===== config.mk =====
export PLATFORM = sky130hd
export DESIGN_NAME = mem_access_ctrl
export DESIGN_NICKNAME = d
export VERILOG_FILES = /design/src/rtl/mem_access_ctrl.sv
export SDC_FILE = /design/constraint.sdc
export NUM_CORES = 1
export LEC_CHECK = 0
export ABC_AREA = 1
export ABC_CLOCK_PERIOD_IN_PS = 3300
export CAP_MARGIN = 40
export CELL_PAD_IN_SITES_DETAIL_PLACEMENT = 1
export CELL_PAD_IN_SITES_GLOBAL_PLACEMENT = 2
export CORE_MARGIN = 8
export CORE_UTILIZATION = 30
export CTS_CLUSTER_SIZE = 30
export DETAILED_ROUTE_END_ITERATION = 8
export GPL_TIMING_DRIVEN = 1
export HOLD_SLACK_MARGIN = 0.05
export PLACE_DENSITY = 0.84
export RECOVER_POWER = 50
export SYNTH_ARGS = -nofsm -noshare
export SYNTH_HDL_FRONTEND = slang
export SYNTH_SLANG_ARGS = --single-unit

===== constraint.sdc =====
create_clock -name clk -period 3.3 [get_ports clk]
set_clock_uncertainty 0.2 [all_clocks]
set_input_delay 0.33 -clock clk [delete_from_list [all_inputs] [get_ports clk]]
set_output_delay 0.33 -clock clk [all_outputs]
set_load 0.005 [all_outputs]

===== src/rtl/mem_access_ctrl.sv =====
// mem_access_ctrl: valid/ready load/store sequencer for a level-sensitive, big-endian word memory
module mem_access_ctrl #(
  parameter int ADDR_LIMIT = 1024,
  parameter int READ_WAIT = 1,
  parameter int WRITE_HOLD = 1
) (
  input  logic        clk,
  input  logic        rst_n,
  input  logic        req_valid,
  output logic        req_ready,
  input  logic        req_write,
  input  logic [1:0]  req_size,
  input  logic        req_signed,
  input  logic [31:0] req_addr,
  input  logic [31:0] req_wdata,
  output logic        resp_valid,
  output logic [31:0] resp_rdata,
  output logic        resp_err,
  output logic        mem_read,
  output logic        mem_write,
  output logic [31:0] address,
  output logic [31:0] write_data,
  input  logic [31:0] mem_data
);
  typedef enum logic [2:0] {IDLE, RD, WR_SETUP, WR, GAP, RESP} state_t;
  state_t state;
  logic wr_q, sgn_q, err;
  logic [1:0] size_q, k_q;
  logic [15:0] wdata_q, cnt;
  logic [31:0] base, rd_word, lane, load_val, mask, ins, merged;
  assign base = {req_addr[31:2], 2'b00};
  assign err = req_size == 2'b11 || (req_size == 2'b01 && req_addr[0]) ||
               (req_size == 2'b10 && req_addr[1:0] != 2'b00) || base + 32'd3 >= 32'(ADDR_LIMIT);
  // lane k of a big-endian word is brought to the top by shifting left 8k bits
  always_comb begin
    lane = rd_word << {k_q, 3'b000};
    load_val = size_q == 2'b00 ? {{24{sgn_q & lane[31]}}, lane[31:24]} :
               size_q == 2'b01 ? {{16{sgn_q & lane[31]}}, lane[31:16]} : rd_word;
    mask = (size_q == 2'b00 ? 32'hFF00_0000 : 32'hFFFF_0000) >> {k_q, 3'b000};
    ins = (size_q == 2'b00 ? {wdata_q[7:0], 24'h0} : {wdata_q, 16'h0}) >> {k_q, 3'b000};
    merged = (mem_data & ~mask) | ins;
  end
  always_ff @(posedge clk or negedge rst_n) begin
    if (!rst_n) begin
      state <= IDLE;
      req_ready <= 1'b1;
      resp_valid <= 1'b0;
      resp_err <= 1'b0;
      resp_rdata <= '0;
      mem_read <= 1'b0;
      mem_write <= 1'b0;
      address <= '0;
      write_data <= '0;
      wr_q <= 1'b0;
      sgn_q <= 1'b0;
      size_q <= '0;
      k_q <= '0;
      wdata_q <= '0;
      rd_word <= '0;
      cnt <= '0;
    end else begin
      case (state)
        IDLE: if (req_valid) begin
          req_ready <= 1'b0;
          wr_q <= req_write;
          sgn_q <= req_signed;
          size_q <= req_size;
          k_q <= req_addr[1:0];
          wdata_q <= req_wdata[15:0];
          if (err) begin
            state <= RESP;
            resp_valid <= 1'b1;
            resp_err <= 1'b1;
          end else if (req_write && req_size == 2'b10) begin
            state <= WR_SETUP;
            address <= base;
            write_data <= req_wdata;
          end else begin
            state <= RD;
            address <= base;
            mem_read <= 1'b1;
            cnt <= 16'(READ_WAIT - 1);
          end
        end
        RD: if (cnt == 16'd0) begin
          mem_read <= 1'b0;
          rd_word <= mem_data;
          state <= wr_q ? WR_SETUP : GAP;
          if (wr_q) write_data <= merged;
        end else cnt <= cnt - 16'd1;
        WR_SETUP: begin
          state <= WR;
          mem_write <= 1'b1;
          cnt <= 16'(WRITE_HOLD - 1);
        end
        WR: if (cnt == 16'd0) begin
          mem_write <= 1'b0;
          state <= GAP;
        end else cnt <= cnt - 16'd1;
        GAP: begin
          state <= RESP;
          resp_valid <= 1'b1;
          resp_rdata <= wr_q ? 32'h0 : load_val;
        end
        default: begin
          state <= IDLE;
          req_ready <= 1'b1;
          resp_valid <= 1'b0;
          resp_err <= 1'b0;
          resp_rdata <= '0;
        end
      endcase
    end
  end
endmodule

==> out/results.tsv <==
stage	metric	value	unit
run_status	run status	finished, violations left	
run_status	violations in the final reports	max-capacitance violations, max-slew violations	
critical_path	Worst setup SP type	flip-flop	
critical_path	WP data required	3.48	ns
floorplan	Die Wd	189	microns
clocking	number of setup buffers added after CTS	0	
sta	Worst Tran Pin Value	2.07	ns
clocking	maximum buffer depth of the clock tree	2	
clocking	number of sinks handled by clock tree synthesis	172	
run	max-capacitance violation count	1	
finish	share of post-route cells with drive strength above 1	0.0569	
sta	period utilisation layout	0.847	
power_and_ir_drop	standby leakage power	0.00628	uW
routing	Starting DRT DRC Count	447	
yosys	total standard cell area after synthesis	9000	sq um
power_and_ir_drop	total power per unit cell area	996	nW/um^2
critical_path	most frequent cell on the critical path	sky130_fd_sc_hd__nand2_1	
critical_path	critical path cell sequence	inv_1, ha_1, nand2_1, nor2_4, nand3_4, nand2_2, nand2_2, nor2_4, nand2_1, nand2_1	
global_routing	pin count of the biggest net entering global routing	79	
yosys	sequential-to-total area share from yosys stat	0.478	
yosys	mean area per synthesized cell	7.06	sq um
routing	vias per inst	4.71	
routing	DRT Pass-1 Iters	5	
clocking	Inserted Clock Buffers	17	
critical_path	slowest cell on the critical path	sky130_fd_sc_hd__nor2_4	
critical_path	critical path's top delay family	simple AND/OR/NAND/NOR gates	
floorplan	CORE AREA	29600	sq um
clocking	clock tree root driver cell	sky130_fd_sc_hd__clkbuf_16	
clocking	cells resized by post-CTS repair	0	
placement	number of placed instances with taps included	1834	
floorplan	Die Y	189	microns
sta	Max Freq	358	MHz
critical_path	Worst Setup Path Type	reg -> reg	
routing	number of antenna-violating nets in the routed design	0	
global_routing	Overall Global Routing Usage	0.186	
floorplan	Die Outline Area	35800	sq um
clocking	CTS tree	built	
yosys	flop and latch count out of synthesis	172	
finish	fraction of the core area covered by cells at the end of the flow	0.405	
sta	final number of setup-violating endpoints	0	
finish	area added between synthesis and finish	33.2	%
sta	count of endpoints failing hold in the final timing report	0	
clocking	number of buffers inserted by hold repair at cts	1	
critical_path	Crit path buffers/inverters	1	
sta	Hold Worst Slack	0.240	ns
critical_path	critical path's largest stage delay	0.45	ns
yosys	cell count after synthesis	1276	
global_routing	antenna violations before repair	2	
placement	GP Congestion	0.873	
finish	most frequent cells in the layout	sky130_fd_sc_hd__nand2_1 (599), sky130_fd_sc_hd__dfrtp_1 (171), sky130_fd_sc_hd__clkdlybuf4s50_1 (153), sky130_fd_sc_hd__inv_1 (99), sky130_fd_sc_hd__nor2_1 (83)	
critical_path	maximum fanout encountered on the critical timing path	27	
routing	DR vias	8799	
floorplan	Boundary Pins	204	
clocking	register clock-pin slew on the reported worst setup and hold paths	0.07	ns
sta	count of final max-slew check failures	78	
floorplan	Initial Util	0.304	
sta	minimum clock period after layout	2.79	ns
routing	final routed DRC violation total	0	
power_and_ir_drop	maximum resistive drop on vdd	0.480	mV
sta	Max-slew headroom	-0.382	
sta	setup repair after global routing missed its margin	no	
placement	DP HPWL	25100	microns
global_routing	total grt overflow	0	
sta	TNS Setup	0	ns
yosys	number of distinct library cells after synthesis	36	
global_routing	via count of the first global-routing pass	9219	
placement	number of port buffers	201	
global_routing	first-pass GRT wire length	53000	microns
yosys	number of warnings printed during yosys synthesis	0	
floorplan	total number of placement rows	63	
clocking	clock latency at the later pin of the worst-skew pair	0.43	ns
finish	most common library cell in the layout ignoring fill and taps	sky130_fd_sc_hd__nand2_1	
clocking	Clock H-tree levels	4	
finish	net count of the finished layout	1568	
worst_hold_path	path class of the lowest-slack min-delay path	in -> reg	
critical_path	arrival time at the worst endpoint	2.97	ns
critical_path	category of the worst setup path capture point	flip-flop	
routing	post-detailed-route wirelength per cell	17.8	microns
routing	routed wire length	33200	microns
finish	ANT cells	0	
finish	Post-Layout Cell Count	1867	
area by class of cell:
type,count,area [sq um]
clock buffer,19,443
clock inverter,13,115
inverter,105,394
fill,3717,17600
multi-input combinational,941,4040
timing repair buffer,227,2210
sequential,172,4310
tap,390,488
where the power goes:
| group | total, uW | internal, uW | leakage (uW) | switching, uW |
|---|---|---|---|---|
| sequential | 3530 | 2950 | 0.00222 | 587 |
| combinational | 6440 | 2340 | 0.00380 | 4100 |
| clock | 1980 | 1060 | 0.000266 | 913 |
cells in the mapped netlist (all sizes together):
master	count	area, sq um
a21boi	8	60.1
a21oi	19	95.1
a22oi	7	52.6
a31oi	1	6.26
buf	27	155
clkbuf	32	120
conb	1	3.75
dfrtp	171	4280
dfstp	1	26.3
ha	1	12.5
inv	105	394
nand2	603	2270
nand3	84	438
nand3b	1	7.51
nand4	9	56.3
nor2	92	375
nor3	1	5.00
nor3b	1	18.8
o211ai	3	22.5
o21a	8	60.1
o21ai	85	425
o22ai	4	25.0
or2	5	31.3
xnor2	5	43.8
xor2	2	17.5
metrics by stage:
stage / cell area (sq um) / total power (uW) / setup WS (ns)
4_1_cts: 12000 / 12200 / 0.480
6_report: 12000 / 11900 / 0.505
3_3_place_gp: 11400 / 9990 / 0.509
2_1_floorplan: 9010 / 7410 / 1.28
3_5_place_dp: 11400 / 10100 / 0.434
5_1_grt: 12000 / 13000 / 0.104
registers in the layout, indices dropped and copies added, names as in the netlist:
name,count
rd_word,32
resp_rdata,32
write_data,32
address,30
cnt,16
wdata_q,16
state,3
k_q,2
size_q,2
mem_read,1
mem_write,1
req_ready,1
resp_err,1
resp_valid,1
sgn_q,1
wr_q,1
worst register-to-register path: cells and delay by family, from the launching register on:
family | cells | cell delay (ns)
buffers and inverters | 1 | 0.10
adder cells (fa/ha/maj) | 1 | 0.22
AND/OR/NAND/NOR | 8 | 1.81
flip-flops | 1 | 0.40
kinds of logic (layout without fill, tap and decap cells):
group           after synthesis  count (layout)  synth area share
simple gates                796             796             0.356
compound gates              135             135            0.0830
xor+xnor                      7               7           0.00681
fa+ha+maj                     1               1           0.00139
buf+inv                     164             364            0.0743
other cells                   1               2          0.000416
flops                       172             172             0.478
metal layers:
| metal | vias up | global-route usage | routed length (microns) |
|---|---|---|---|
| met1 | 4228 | 0.256 | 16000 |
| met5 | - | 0 | 13 |
| met3 | 25 | 0.0399 | 1570 |
| li1 | 4341 | - | - |
| met2 | 203 | 0.298 | 15200 |
| met4 | 2 | 0.0388 | 361 |
worst paths after layout:
| path | start | end | slack, ns | depth (start not counted) |
|---|---|---|---|---|
| max in group asynchronous | rst_n | address[7] | 0.58 | 3 |
| min in group asynchronous | rst_n | write_data[3] | 0.83 | 2 |
| worst max register to register | cnt[0] | write_data[23] | 0.51 | 10 |
| worst min-delay path | req_signed | sgn_q | 0.24 | 3 |
| worst min register to register | address[31] | address[31] | 0.26 | 2 |
| worst max-delay path | cnt[0] | write_data[23] | 0.51 | 10 |
(Power assumes the default switching activity.)
==> edit 1: new RTL, config.mk and constraints unchanged <==
Set the parameter `WRITE_HOLD` to 0 (it was 1).
--- a/src/rtl/mem_access_ctrl.sv
+++ b/src/rtl/mem_access_ctrl.sv
@@ -2,7 +2,7 @@
 module mem_access_ctrl #(
   parameter int ADDR_LIMIT = 1024,
   parameter int READ_WAIT = 1,
-  parameter int WRITE_HOLD = 1
+  parameter int WRITE_HOLD = 0
 ) (
   input  logic        clk,
   input  logic        rst_n,
Function: changed (a bounded check fails within 4 cycles, from zero or initial values and one cycle with rst_n low).
==> edit 1 against the original RTL <==
Wire length up 4.1%. Final cell count is 0.43% lower. Total power increased by 0.21%. Clock power is 7% higher. Maximum frequency is 3.0% higher. Critical path type unchanged. Largest cell class unchanged. Sequential cell count stayed put. Sequential power about the same. The flow still finishes with violations (capacitance limit, slew limit). Count of clock-buffer cells in the layout is 1 lower. Synthesized area up 2.4%. Design area is 2.7% higher. Synthesized cell count fell by 1.4%. Setup slack improved by 82 ps. Combinational power is 2% lower.
==> edit 1: results <==
metrics = {
    "run_status": {
        "violations": "capacitance limit, slew limit",
        "outcome": "complete, but fails checks",
    },
    "placed_design": {
        "post_dp_cell_area_um2": 11700,
        "port_buffers": 201,
        "place.gp.congestion": 0.824,
        "dp_hpwl_um": 25900,
    },
    "critical_path": {
        "timing.rr.end": "cnt[7]",
        "rr_startpoint": "cnt[0]",
        "path_max_fanout": 17,
        "slowest_stage": "nand2_1",
        "arrival_ps": 2880,
        "max_stage_delay_ps": 560,
    },
    "power_and_ir_drop": {
        "power.leakage_nw": 6.37,
        "ir_worst_vdd_uv": 397,
        "switching_share_pct": 46.9,
    },
    "drt": {
        "drt_wl_total_um": 34500,
        "firstDrtPassIters": 5,
        "first_iter_violations": 637,
        "num_vias": 8911,
    },
    "global_routing": {
        "grt_max_degree": 67,
        "grt_usage_pct": 19.1,
        "grt_antenna_before_repair": 0,
        "grt_pass1_wl_um": 54800,
        "grt_pass1_vias": 9516,
    },
    "synth": {
        "synth_common_cells": "492 x nand2_1, 171 x dfrtp_1, 128 x nand3_1",
        "synth.area.top_cells": "dfrtp_1 46%, nand2_1 20%, nand3_1 6.9%",
        "ys_seq_area_share_pct": 46.7,
        "ys_types": 37,
    },
    "timing": {
        "setup_ws_ps": 587,
        "slew_violations": 65,
        "worst_pin_slew_ps": 1930,
        "hold_slack_ps": 227,
    },
    "min_path": {
        "min_from": "req_addr[8]",
        "hold_depth": 3,
        "holdPathEnd": "address[8]",
    },
    "layout": {
        "antenna_cells": 0,
        "drive_above_1_share_pct": 9.09,
        "final_nets": 1554,
        "final.fill_count": 3747,
    },
    "clocking": {
        "clk_pin_slew_ps": 80,
    },
    "run": {
        "maxCapViolCount": 1,
    },
}
edit 1: cell count changes in the layout (fill, tap and decap cells not counted), sizes merged, moves of 5 or more:
cell,before,now
o21ai,85,76
nor3,1,6
mux2,0,21
a21oi,19,25
or2,5,24
a21boi,8,24
nand3,84,130
inv,108,119
nand2,603,497
nor2,92,83
buf,24,29
o21a,8,2
edit 1: layout make-up:
type	instances	area [µm²]	area share, %
Sequential cell	172	4310	34.9
Clock buffer	18	439	3.56
Clock inverter	14	168	1.36
Multi-Input combinational cell	916	4220	34.3
Inverter	112	420	3.41
Timing Repair Buffer	231	2270	18.4
Tap cell	396	495	4.02
edit 1: what timing repair did:
item                      in CTS  in global routing
setup buffers                  0                  0
hold buffers                   1                  0
hold endpoints to repair      63                  0
edit 1: through the flow:
stage | std cells | utilization [%]
6_report | 1859 | 40.5
5_1_grt | 1859 | 40.5
4_1_cts | 1859 | 40.5
3_5_place_dp | 1826 | 38.5
3_3_place_gp | 1826 | 38.5
2_1_floorplan | 1259 | -
edit 1: power groups by stage:
stage,combinational [mW],clock (mW),sequential [mW]
2_1_floorplan,3.98,0,3.37
3_3_place_gp,6.28,0,3.56
3_5_place_dp,6.39,0,3.56
4_1_cts,6.43,2.19,3.55
5_1_grt,7.10,2.25,3.64
6_report,6.31,2.12,3.54
edit 1: worst min-delay path, delay by kind of cell:
kind          cells  cell delay [ps]
simple gates      2              110
buf+inv           1              390
edit 1: cells by family (layout without fill, tap and decap cells):
group | count (synthesis) | in the layout | synth area share, %
AOI/OAI and AO/OA | 139 | 139 | 8.70
xor gates and xnor gates | 1 | 1 | 0.0950
adders and majority gates | 1 | 1 | 0.136
buffers and inverters | 171 | 375 | 7.59
DFF | 172 | 172 | 46.7
muxes | 21 | 21 | 2.57
other | 1 | 2 | 0.0407
and+or+nand+nor | 752 | 752 | 34.2
edit 1: worst max-delay path by stage:
| stage | start | end |
|---|---|---|
| 2_1_floorplan | cnt[0] | cnt[4] |
| 3_3_place_gp | req_addr[31] | address[4] |
| 3_5_place_dp | req_size[0] | write_data[1] |
| 4_1_cts | cnt[0] | cnt[7] |
| 5_1_grt | cnt[0] | cnt[3] |
| 6_report | cnt[0] | cnt[7] |
edit 1: per-layer routing:
metal | part of all wire, % | routed length (µm) | track usage [%]
met1 | 49 | 16800 | 26.4
met2 | 45 | 15400 | 29.6
met3 | 5.5 | 1900 | 4.32
met4 | 1.4 | 486 | 4.77
met5 | 0 | 0 | 0
==> edit 2: new RTL, config.mk and constraints unchanged <==
Made on the original files. Make the reset (`rst_n`) synchronous in one clocked block.
--- a/src/rtl/mem_access_ctrl.sv
+++ b/src/rtl/mem_access_ctrl.sv
@@ -40,7 +40,7 @@
     ins = (size_q == 2'b00 ? {wdata_q[7:0], 24'h0} : {wdata_q, 16'h0}) >> {k_q, 3'b000};
     merged = (mem_data & ~mask) | ins;
   end
-  always_ff @(posedge clk or negedge rst_n) begin
+  always_ff @(posedge clk) begin
     if (!rst_n) begin
       state <= IDLE;
       req_ready <= 1'b1;
Function: differs if rst_n is asserted again (counterexample within 4 cycles, from zero or initial values and one cycle with rst_n low); with rst_n held inactive, the same outputs for 4 cycles.
==> edit 2 against the original RTL <==
Synthesized area down 5.9%. Setup slack worse by 95 ps. Largest cell class is now multi-input gates. Total power down 20%. Hold slack worse by 45 ps. Via count up 3.4%. Global-route usage up 1.0 points. Synthesized cell count up 1.8%. Highest routed layer is now met4. Wire length up 1.2%. Design area down 4.4%. Critical endpoint is now write_data[9]. Maximum frequency down 3.3%. Sequential cell count unchanged. Sequential share of layout area down 5.9 points.
==> edit 2: results <==
metrics = {
    "layout": {
        "drive_above_1_share_pct": 5.92,
        "final_cells": 1865,
        "final_nets": 1578,
    },
    "placed_design": {
        "place.gp.congestion": 0.838,
        "placed_cells": 1833,
        "post_dp_cell_area_um2": 10900,
    },
    "drt": {
        "dr_wl_met3_um": 1610,
        "drt_wl_total_um": 33600,
        "routed.top_layer": "met4",
        "routed-wl-met2_um": 15500,
    },
    "power_and_ir_drop": {
        "power.leakage_nw": 5.11,
    },
    "global_routing": {
        "grt_usage_pct": 19.6,
        "grt_max_degree": 71,
    },
    "synth": {
        "synth-xor-area-share_pct": 0.517,
        "synth.area.top_cells": "dfxtp_1 41%, nand2_1 16%, a21oi_1 8.6%",
        "synth_compound_area_share_pct": 17.4,
        "ys.flop_type": "dfxtp_1",
        "syn_avg_cell_area_um2": 6.52,
        "synthAdderAreaFrac_pct": 0.148,
    },
    "critical_path": {
        "slowest_stage": "dfxtp_1",
        "path_max_fanout": 23,
    },
    "timing": {
        "relSlewSlack_pct": 41.8,
    },
    "min_path": {
        "min_from": "rst_n",
    },
    "clocking": {
        "holdBufCountCts": 0,
    },
    "run_status": {
        "outcome": "finished, final reports clean",
    },
}
edit 2: stage by stage:
stage	setup slack [ps]	power, mW
5_1_grt	136	10.3
4_1_cts	503	9.75
6_report	410	9.56
3_5_place_dp	507	7.52
2_1_floorplan	1340	5.83
3_3_place_gp	591	7.44
edit 2: worst max-delay path: cells and delay by family, from the launching register on:
kind | cells | cell delay (ps)
compound gates | 1 | 430
buf+inv | 2 | 590
flops | 1 | 460
simple gates | 8 | 1160
edit 2: layout make-up:
| type | count | area, µm² | area share (%) |
|---|---|---|---|
| Inverter | 112 | 422 | 3.68 |
| Tap cell | 378 | 473 | 4.12 |
| Clock inverter | 15 | 203 | 1.77 |
| Multi-Input combinational cell | 939 | 4270 | 37.2 |
| Clock buffer | 17 | 425 | 3.71 |
| Sequential cell | 172 | 3440 | 30.0 |
| Timing Repair Buffer | 232 | 2230 | 19.5 |
edit 2: final timing paths:
path                   endpoint  cells past startpoint  slack (ps)
setup / recovery  write_data[9]                     11         410
hold reg to reg      address[5]                      2         250
setup reg to reg  write_data[9]                     11         410
hold / removal         mem_read                      3         190
edit 2: where the power goes:
| group | leakage (nW) | switching [mW] | internal (mW) |
|---|---|---|---|
| sequential | 1.40 | 0.363 | 2.55 |
| clock | 0.306 | 1.03 | 1.16 |
| combinational | 3.40 | 2.93 | 1.53 |
edit 2: cells by family (layout without fill, tap and decap cells):
kind of cell               after synthesis  in the layout
other                                    1              2
AOI/OAI and AO/OA                      276            276
DFF                                    172            172
and+or+nand+nor                        655            655
adders and majority gates                1              1
buffers and inverters                  189            376
xor gates and xnor gates                 5              5
